File: src/rtl/camo_gate_bank_seq.sv
// Bank of key-selectable 2-input cells (NAND/NOR/XOR) with a serially loaded,
// commit-once key and registered outputs carrying a valid strobe.
module camo_gate_bank_seq #(
  parameter  int N_GATES = 6,
  localparam int KEY_W   = 2 * N_GATES,
  localparam int CNT_W   = $clog2(KEY_W + 2)
) (
  input  logic               clk,
  input  logic               rst,
  input  logic               key_sen,
  input  logic               key_sin,
  input  logic               key_commit,
  output logic               key_locked,
  output logic               key_err,
  input  logic               in_valid,
  input  logic [N_GATES-1:0] in_a,
  input  logic [N_GATES-1:0] in_b,
  output logic               out_valid,
  output logic [N_GATES-1:0] out_y
);

  typedef enum logic [1:0] {
    LOAD   = 2'd0,
    LOCKED = 2'd1,
    ERR    = 2'd2
  } state_t;

  localparam logic [CNT_W-1:0] CNT_FULL = CNT_W'(KEY_W);
  localparam logic [CNT_W-1:0] CNT_SAT  = CNT_W'(KEY_W + 1);

  state_t             state, state_nxt;
  logic [KEY_W-1:0]   shadow;
  logic [KEY_W-1:0]   active_key;
  logic [CNT_W-1:0]   cnt;
  logic [N_GATES-1:0] cell_y;

  always_comb begin
    state_nxt = state;
    unique case (state)
      LOAD:    if (key_commit) state_nxt = (cnt == CNT_FULL) ? LOCKED : ERR;
      ERR:     if (key_sen) state_nxt = LOAD;
      LOCKED:  state_nxt = LOCKED;
      default: state_nxt = LOAD;
    endcase
  end

  always_ff @(posedge clk) begin
    if (rst) state <= LOAD;
    else     state <= state_nxt;
  end

  // Commit takes priority over a same-cycle shift, so it sees the pre-shift shadow.
  always_ff @(posedge clk) begin
    if (rst) begin
      shadow     <= '0;
      active_key <= '0;
      cnt        <= '0;
    end else begin
      unique case (state)
        LOAD: begin
          if (key_commit) begin
            if (cnt == CNT_FULL) begin
              active_key <= shadow;
            end else begin
              shadow <= '0;
              cnt    <= '0;
            end
          end else if (key_sen) begin
            shadow <= {key_sin, shadow[KEY_W-1:1]};
            if (cnt != CNT_SAT) cnt <= cnt + 1'b1;
          end
        end
        ERR: begin
          if (key_sen) begin
            shadow <= {key_sin, shadow[KEY_W-1:1]};
            cnt    <= CNT_W'(1);
          end
        end
        default: ;
      endcase
    end
  end

  always_comb begin
    cell_y = '0;
    for (int unsigned i = 0; i < N_GATES; i++) begin
      if (active_key[2*i])        cell_y[i] = in_a[i] ^ in_b[i];
      else if (active_key[2*i+1]) cell_y[i] = ~(in_a[i] | in_b[i]);
      else                        cell_y[i] = ~(in_a[i] & in_b[i]);
    end
  end

  always_ff @(posedge clk) begin
    if (rst) begin
      out_valid <= 1'b0;
      out_y     <= '0;
    end else begin
      out_valid <= in_valid && (state == LOCKED);
      if (in_valid && (state == LOCKED)) out_y <= cell_y;
    end
  end

  assign key_locked = (state == LOCKED);
  assign key_err    = (state == ERR);

endmodule

File: config.mk
export PLATFORM = sky130hd
export DESIGN_NAME = camo_gate_bank_seq
export DESIGN_NICKNAME = d
export VERILOG_FILES = /design/src/rtl/camo_gate_bank_seq.sv
export SDC_FILE = /design/constraint.sdc
export NUM_CORES = 1
export LEC_CHECK = 0
export CAP_MARGIN = 25
export CORE_ASPECT_RATIO = 0.7
export CORE_MARGIN = 8
export CORE_UTILIZATION = 53
export CTS_CLUSTER_DIAMETER = 200
export DETAILED_ROUTE_END_ITERATION = 8
export GPL_ROUTABILITY_DRIVEN = 0
export GPL_TIMING_DRIVEN = 0
export MAX_ROUTING_LAYER = met4
export PLACE_DENSITY = 0.85
export SYNTH_ARGS = -nofsm -noshare
export SYNTH_HDL_FRONTEND = slang
export SYNTH_SLANG_ARGS = --single-unit
File: constraint.sdc
create_clock -name clk -period 1.9 [get_ports clk]
set_input_delay 0.57 -clock clk [delete_from_list [all_inputs] [get_ports clk]]
set_output_delay 0.57 -clock clk [all_outputs]
set_load 0.01 [all_outputs]
==> results of run 1 <==
-- cell families (layout without fill, tap and decap cells) --
logic type | after synthesis | count (layout) | share of synthesized area (%)
compound gates | 26 | 26 | 9.80
mux | 25 | 25 | 14.0
fa+ha+maj | 15 | 15 | 10.5
flops | 37 | 37 | 41.5
simple gates | 69 | 69 | 18.6
buf+inv | 23 | 55 | 5.60
-- layout make-up --
type                    instances  area share, %
multi-input cells             135           43.4
flip-flops and latches         37           33.6
repair buffers                 25           11.1
clock buffers                   7           3.90
inverters                      14           2.37
plain buffers                   8           2.15
well taps                      38           2.15
clock inverters                 1           1.36
-- sequential cells by signal, summed over array words and instances, names as in the netlist --
name,count
active_key,12
cnt,4
out_valid,1
out_y,6
shadow,12
state,2
-- Yosys cell counts, types with 4 or more instances --
cell type	instances	area share, %
dfxtp_1	37	41
nand2b_1	7	2.5
a21oi_1	6	1.7
ha_1	15	11
nand2_1	10	2.1
clkbuf_1	5	1.1
a211oi_1	4	1.7
mux2i_1	25	14
o21ai_0	4	1.1
o211ai_1	4	1.7
nor2_1	30	6.3
nor3_1	5	1.4
inv_1	14	2.9
nor2b_1	7	2.5
-- report_power, final --
part / switching [mW] / total [mW] / internal [mW] / leakage (nW)
logic: 0.0718 / 0.144 / 0.0726 / 0.641
registers: 0.0102 / 0.792 / 0.782 / 0.299
clock network: 0.264 / 0.692 / 0.428 / 0.0585
-- critical path, stage by stage, from the launching register on --
cell and delay (ns):
dfxtp_1 0.31, buf_2 0.19, nor2b_2 0.19, dlygate4sd2_1 0.28
-- layer usage --
layer  vias up  part of all wire, %  global-route usage, %
li1        727                    -                      -
met5         -                    0                      -
met1       666                   49                   19.2
met4         0                  1.1                   6.30
met3         6                  7.1                   4.91
met2        41                   43                   21.7
-- stage by stage --
| stage | worst slack (ns) | instance area (sq um) | setup TNS, ns |
|---|---|---|---|
| finish | 0.0885 | 2210 | 0 |
| global route | 0.0106 | 2210 | 0 |
| global placement | -0.388 | 2080 | -8.62 |
| floorplan | 0.299 | 1790 | 0 |
| detailed placement | -0.430 | 2080 | -9.10 |
| CTS | 0.0706 | 2200 | 0 |
-- path summary, 6_finish.rpt --
check / startpoint / to / slack, ns / cells past startpoint
worst max-delay path: state[0]$_SDFFE_PP0P_ / key_locked / 0.09 / 3
worst min-delay path: out_y[2]$_SDFFE_PP0P_ / out_y[2]$_SDFFE_PP0P_ / 0.46 / 2
worst max register to register: cnt[1]$_SDFFE_PP0P_ / active_key[2]$_SDFFE_PP0P_ / 0.13 / 8
worst min register to register: out_y[2]$_SDFFE_PP0P_ / out_y[2]$_SDFFE_PP0P_ / 0.46 / 2
==> metrics.yaml, run 1 <==
drt_iter0_markers: 103
synth-seq-area-share_pct: 41.5
vias: 1440
synth-main-ff-cell: "dfxtp_1"
critPathArrivalTime_ns: 1.24
drtPass1Iterations: 4
cts_setup_buffers: 0
grt_pass1_vias: 1406
final_cells: 265
cts_tree: "yes"
start_kind: "flip-flop"
die_area_sq_um: 5510
layout-drive-gt1-share_pct: 8.37
ys_seq_elements: 37
hold_viol: 0
clk_pin_slew_worst_paths_ns: 0.07
vias_per_cell: 5.43
final_cell_mix: "dfxtp_1 (35), nor2_1 (30), mux2i_1 (25)"
clock_sinks: 37
status: "finished clean"
grt.overflow.total: 0
drc_errors: 0
final_core_util_pct: 69.4
dpl.cell_count: 258
syn-cell-area_sq_um: 1790
grt_max_degree: 13
n_antenna_cell: 0
clk_path_buf_depth: 2
drv_cap: 0
chipWidth_um: 85.4
wl_per_cell_um: 14.6
final_common_cell: "dfxtp_1"
async_flop_share_pct: 0
grt_first_pass_wirelength_mm: 6.53
tightest_slew_ns: 0.523
rows: 17
fin_crit_sh_pct: 95.3
cp.required_ns: 1.33
initial_core_util_pct: 56.0
cts_hold_buf: 0
clock_latency_ns: 0.29
finalPower_mw: 1.63
grt_use_total_pct: 15.2
cts-root-buf: "clkbuf_8"
fin_crit_ns: 1.81
area_growth_pct: 23.9
setup.worst_path.class: "flip-flop to output port"
core_sq_um: 3190
fmax_mhz: 552
multi_input_area_sq_um: 961
synth.avg_cell_area_sq_um: 9.16
slew_headroom_pct: 65.2
die_h_um: 64.6
num-fill-cells: 249
synth_edf_count: 0
slew_violations: 0
ant_nets: 0
hold_path_class: "flip-flop to flip-flop"
holdWs_ns: 0.459
rsz0062_at_grt: "no"
numCtsBuffers: 5
yosysWarnings: 0
antenna_found_initial: 0
syn_inst: 195
clock_skew_ns: 0.00878
fin_nets: 259
finalSetupViolCount: 0
critPathCaptureType: "output port"
post-dp-hpwl_mm: 2.82
synth_cell_types: 32
p_leak_nw: 0.999
cts-htree-levels: 2
cts-resized-gates: 7
portBuffers: 25
crit_fanout: 10
drt-total-wl_mm: 3.88
syn_nets: 228
io-pin-count: 27
power_density_nw_per_um2: 735
regArea_sq_um: 743
peakVddDrop_mv: 0.498
(Power assumes the default switching activity.)
==> inputs of run 2 (changes only) <==
--- a/config.mk
+++ b/config.mk
@@ -6,9 +6,11 @@
 export NUM_CORES = 1
 export LEC_CHECK = 0
 export CAP_MARGIN = 25
+export CELL_PAD_IN_SITES_DETAIL_PLACEMENT = 0
+export CELL_PAD_IN_SITES_GLOBAL_PLACEMENT = 1
 export CORE_ASPECT_RATIO = 0.7
 export CORE_MARGIN = 8
-export CORE_UTILIZATION = 53
+export CORE_UTILIZATION = 40
 export CTS_CLUSTER_DIAMETER = 200
 export DETAILED_ROUTE_END_ITERATION = 8
 export GPL_ROUTABILITY_DRIVEN = 0
==> run 2 against run 1 <==
Total power is 11% lower. Core utilization fell by 19 points. Critical endpoint is now cnt[3]$_SDFFE_PP0P_. Largest cell class unchanged. Cell count increased by 6.8%. Fmax grew 0.55%. Largest power group unchanged. Sequential power about the same. Worst hold slack worse by 0.0033 ns. Sequential share of layout area is 0.21 points higher. Critical path type is now input port to flip-flop.
==> metrics.yaml, run 2 (same netlist as run 1, synthesis figures left out) <==
slew_headroom_pct: 65.9  # +0.72 points
rsz0062_at_grt: "no"
final_common_cell: "dfxtp_1"
die_area_sq_um: 6900  # +25%
crit_fanout: 3  # -7
vias_per_cell: 5.02  # -7.5%
fmax_mhz: 555  # +0.55%
p_leak_nw: 0.985  # -1.4%
peakVddDrop_mv: 0.328  # -34%
drt-total-wl_mm: 3.57  # -7.9%
hold_viol: 0  # unchanged
postPlaceCellArea_sq_um: 2110  # +1.0%
crit_chain: "clkdlybuf4s50_1, nor2b_1, nor3b_1, a41oi_1, a311oi_1"
initial_core_util_pct: 41.3  # -15 points
cp.required_ns: 2.09  # +0.76 ns
clock_latency_ns: 0.29  # about the same
vias: 1422  # -1.3%
area_growth_pct: 23.2
start_kind: "input port"
status: "finished clean"
drv_cap: 0  # unchanged
clock_sinks: 37  # unchanged
fin_crit_sh_pct: 94.8  # -0.52 points
cts-root-buf: "clkbuf_8"
grt_pass1_vias: 1283  # -8.7%
grt.overflow.total: 0  # unchanged
wl_per_cell_um: 12.6  # -14%
path_buf_inv: 1  # -1
clk_pin_slew_worst_paths_ns: 0.07  # about the same
drc_errors: 0  # unchanged
clock_skew_ns: 0.00850  # -0.000271 ns
setup.worst_path.class: "input port to flip-flop"
grt_use_total_pct: 11.9  # -3.3 points
drtPass1Iterations: 4  # unchanged
critPathCaptureType: "flip-flop"
final_cell_mix: "dfxtp_1 (35), nor2_1 (30), mux2i_1 (25)"
dpl.cell_count: 275  # +6.6%
cts-htree-levels: 2  # unchanged
slew_violations: 0  # unchanged
cts_hold_buf: 0  # unchanged
regArea_sq_um: 743  # unchanged
postLayoutCellArea_sq_um: 2200  # -0.62%
hold_path_class: "flip-flop to flip-flop"
fin_nets: 260  # +0.39%
tightest_slew_ns: 0.512  # -0.0108 ns
chipWidth_um: 95.9  # +12%
portBuffers: 25  # unchanged
final_cells: 283  # +6.8%
multi_input_area_sq_um: 953  # -0.78%
max_stage_delay_ns: 0.49  # +0.18 ns
finalSetupViolCount: 0  # unchanged
io-pin-count: 27  # unchanged
n_antenna_cell: 0  # unchanged
cts_setup_buffers: 0  # unchanged
ant_nets: 0  # unchanged
num-fill-cells: 430  # +73%
reg_top3: "active_key: 12 flops, shadow: 12 flops, out_y: 6 flops"
clk_path_buf_depth: 2  # unchanged
holdWs_ns: 0.456  # -0.00329 ns
cts_tree: "yes"
critPathLaunch: "key_sen"
rr_startpoint: "cnt[1]$_SDFFE_PP0P_"
antenna_found_initial: 0  # unchanged
rows: 20  # +3
numCtsBuffers: 5  # unchanged
cpLargestDelayFamily: "simple AND/OR/NAND/NOR gates"
core_sq_um: 4330  # +36%
fin_crit_ns: 1.80  # -0.00993 ns
critPathArrivalTime_ns: 1.99  # +0.75 ns
grt_first_pass_wirelength_mm: 6.23  # -4.6%
post-dp-hpwl_mm: 2.74  # -2.7%
hp-start: "out_y[1]$_SDFFE_PP0P_"
slowest_stage: "clkdlybuf4s50_1"
die_h_um: 71.9  # +11%
drt_iter0_markers: 59  # -43%
power_density_nw_per_um2: 657  # -11%
grt_max_degree: 12  # -1
layout-drive-gt1-share_pct: 7.46  # -0.91 points
## run 2: layer usage
metal	global-route usage, %	part of all wire (%)	wire length [um]
met1	15.8	51	1810
met5	-	0	0
met3	4.43	6.9	245
met2	15.8	41	1470
met4	4.58	1.3	46
## run 2: final timing paths
kind	end	slack, ns	depth (start not counted)
worst max register to register	active_key[8]$_SDFFE_PP0P_	0.15	8
worst max-delay path	cnt[3]$_SDFFE_PP0P_	0.1	5
worst min-delay path	out_y[1]$_SDFFE_PP0P_	0.46	2
worst min register to register	out_y[1]$_SDFFE_PP0P_	0.46	2
## run 2: worst min-delay path: stages, from the launching register on
cell	delay [ns]
dfxtp_1	0.31
nand2_1	0.05
a21oi_1	0.05
## run 2: final cells by class
| class | instances | area share, % |
|---|---|---|
| multi-input cells | 135 | 43.3 |
| flip-flops and latches | 37 | 33.8 |
| repair buffers | 25 | 11.2 |
| clock buffers | 6 | 3.30 |
| well taps | 55 | 3.13 |
| plain buffers | 9 | 2.44 |
| inverters | 14 | 2.39 |
| clock inverters | 2 | 0.455 |
## run 2: where the power goes
group	internal [mW]	leakage, nW	total [mW]	switching, mW
clock	0.254	0.0450	0.514	0.260
sequential	0.782	0.299	0.792	0.00927
combinational	0.0716	0.641	0.140	0.0684
total	1.11	0.985	1.45	0.338
## run 2: what timing repair did
| item | in CTS | in global routing |
|---|---|---|
| hold endpoints to repair | 0 | 0 |
| gates resized for setup | 8 | 2 |
| setup endpoints to repair | 23 | 2 |
## run 2: per-stage QoR
| step | power, mW | worst slack (ns) | TNS (ns) | utilization, % |
|---|---|---|---|---|
| 2_1_floorplan | 0.883 | 0.299 | 0 | - |
| 3_3_place_gp | 0.947 | -0.404 | -9.08 | 48.6 |
| 3_5_place_dp | 0.948 | -0.424 | -9.15 | 48.6 |
| 4_1_cts | 1.47 | 0.0975 | 0 | 50.8 |
| 5_1_grt | 1.53 | 0.00504 | 0 | 50.8 |
| 6_report | 1.45 | 0.0985 | 0 | 50.8 |
==> inputs of run 3 (changes only) <==
--- a/config.mk
+++ b/config.mk
@@ -10,13 +10,13 @@
 export CELL_PAD_IN_SITES_GLOBAL_PLACEMENT = 1
 export CORE_ASPECT_RATIO = 0.7
 export CORE_MARGIN = 8
-export CORE_UTILIZATION = 40
+export CORE_UTILIZATION = 30
 export CTS_CLUSTER_DIAMETER = 200
 export DETAILED_ROUTE_END_ITERATION = 8
 export GPL_ROUTABILITY_DRIVEN = 0
 export GPL_TIMING_DRIVEN = 0
 export MAX_ROUTING_LAYER = met4
-export PLACE_DENSITY = 0.85
+export PLACE_DENSITY = 0.68
 export SYNTH_ARGS = -nofsm -noshare
 export SYNTH_HDL_FRONTEND = slang
 export SYNTH_SLANG_ARGS = --single-unit
==> run 3 against run 2 <==
Worst setup slack improved by 0.0066 ns. Count of clock-buffer cells in the layout stayed put. Sequential cell count unchanged. Combinational power is essentially flat. Clock power up 1%. Sequential power hardly changed. Core utilization fell by 12 points. Final area is 1.5% higher. Critical path depth up 3. Total power increased by 0.65%. Cell count rose by 7.1%. Critical path type is now flip-flop to flip-flop. Largest cell class unchanged. Largest power group unchanged.
==> metrics.yaml, run 3 (same netlist as run 1, synthesis figures left out) <==
fin_nets: 260  # unchanged
drv_cap: 0  # unchanged
cts-htree-levels: 2  # unchanged
cp.required_ns: 2.06  # -0.03 ns
swShare_pct: 23.8  # +0.42 points
layout-drive-gt1-share_pct: 8.77  # +1.3 points
post-dp-hpwl_mm: 2.72  # -0.81%
drt_iter0_markers: 59  # unchanged
vias_per_cell: 4.52  # -10%
clock_skew_ns: 0.00700  # -0.00150 ns
chipWidth_um: 108  # +13%
hold_viol: 0  # unchanged
slew_headroom_pct: 64.6  # -1.3 points
p_leak_nw: 0.978  # -0.70%
area_growth_pct: 25.0
tightest_slew_ns: 0.531  # +0.0194 ns
crit_fanout: 10  # +7
numCtsBuffers: 5  # unchanged
portBuffers: 25  # unchanged
clock_latency_ns: 0.29  # about the same
power_density_nw_per_um2: 652  # -0.82%
fmax_mhz: 557  # +0.37%
clk_pin_slew_worst_paths_ns: 0.07  # about the same
die_area_sq_um: 8720  # +26%
grt_max_degree: 12  # unchanged
drtPass1Iterations: 4  # unchanged
final_core_util_pct: 39.0  # -12 points
cts_tree: "yes"
final_common_cell: "dfxtp_1"
antenna_found_initial: 0  # unchanged
io-pin-count: 27  # unchanged
clk_path_buf_depth: 2  # unchanged
initial_core_util_pct: 31.2  # -10 points
p_comb_share_pct: 9.7  # about the same
rsz0062_at_grt: "no"
postLayoutCellArea_sq_um: 2230  # +1.5%
slew_violations: 0  # unchanged
vias: 1371  # -3.6%
ant_nets: 0  # unchanged
wl_per_cell_um: 12.0  # -4.9%
cts_setup_buffers: 0  # unchanged
grt_pass1_vias: 1309  # +2.0%
final_cell_mix: "dfxtp_1 (35), nor2_1 (30), mux2i_1 (24)"
cts-root-buf: "clkbuf_8"
start_kind: "flip-flop"
postPlaceCellArea_sq_um: 2130  # +1.2%
fin_crit_sh_pct: 94.5  # -0.35 points
peakVddDrop_mv: 0.212  # -35%
drt-total-wl_mm: 3.64  # +1.8%
critPathCaptureType: "flip-flop"
rows: 23  # +15%
status: "finished clean"
drc_errors: 0  # unchanged
core_sq_um: 5730  # +32%
setup.worst_path.class: "flip-flop to flip-flop"
die_h_um: 80.6  # +12%
grt.overflow.total: 0  # unchanged
pwr-share-clk_pct: 35.8  # +0.2 points
fin_crit_ns: 1.79  # -0.00665 ns
pwr-share-seq_pct: 54.4  # -0.3 points
critPathArrivalTime_ns: 1.96  # -0.03 ns
finalSetupViolCount: 0  # unchanged
grt_use_total_pct: 9.47  # -2.4 points
intPower_mw: 1.11  # about the same
grt_first_pass_wirelength_mm: 6.31  # +1.3%
hold_path_class: "flip-flop to flip-flop"
n_antenna_cell: 0  # unchanged
clock_sinks: 37  # unchanged
reg_top3: "active_key: 12 flops, shadow: 12 flops, out_y: 6 flops"
total_switching_power_mw: 0.346  # +2.4%
-- run 3: worst paths after layout --
path	cells past startpoint	end	from	slack (ns)
max reg2reg	8	active_key[0]$_SDFFE_PP0P_	cnt[1]$_SDFFE_PP0P_	0.11
min reg2reg	2	out_y[0]$_SDFFE_PP0P_	out_y[0]$_SDFFE_PP0P_	0.46
min	2	out_y[0]$_SDFFE_PP0P_	out_y[0]$_SDFFE_PP0P_	0.46
max	8	active_key[0]$_SDFFE_PP0P_	cnt[1]$_SDFFE_PP0P_	0.11
-- run 3: through the flow --
step	instances	setup WS, ns	setup TNS (ns)	total power, mW	hold WS [ns]
5_1_grt	303	0.00483	0	1.53	0.476
3_5_place_dp	295	-0.380	-8.41	0.948	0.451
2_1_floorplan	195	0.299	0	0.883	0.460
6_report	303	0.105	0	1.46	0.455
3_3_place_gp	295	-0.406	-9.03	0.948	0.446
4_1_cts	303	0.0628	0	1.47	0.461
-- run 3: power by group through the flow --
stage                     logic, mW  clock network (mW)  registers, mW
after floorplan              0.0774                   0          0.805
after global placement        0.139                   0          0.809
after detailed placement      0.140                   0          0.808
after CTS                     0.140               0.543          0.791
after global routing          0.162               0.578          0.793
final                         0.141               0.521          0.792
-- run 3: area by class of cell --
class	instances	area, sq um
buffer	9	50.0
clock buffer	6	72.6
clock inverter	2	10.0
fill	582	3490
inverter	14	52.6
multi-input combinational	135	965
sequential	37	743
tap	75	93.8
timing repair buffer	25	246
-- run 3: repair_timing --
| item | 4_1_cts | 5_1_grt |
|---|---|---|
| gates resized for setup | 7 | 5 |
| hold buffers | 0 | 0 |
| endpoints found under the setup margin | 23 | 5 |
-- run 3: worst max-delay path, cell delays in order (launching register included) --
cell and delay [ns]:
dfxtp_1 0.36, inv_1 0.10, ha_2 0.21, nand3_2 0.12, or3_1 0.36, clkbuf_2 0.14
buf_6 0.17, mux2i_2 0.17, nor2_1 0.05
-- run 3: routing by layer --
layer	up-vias	global-route usage [%]	share of wire [%]
met4	0	3.72	1.6
met3	6	3.76	7.9
li1	734	-	-
met2	26	12.3	36
met1	605	12.5	55
met5	-	-	0
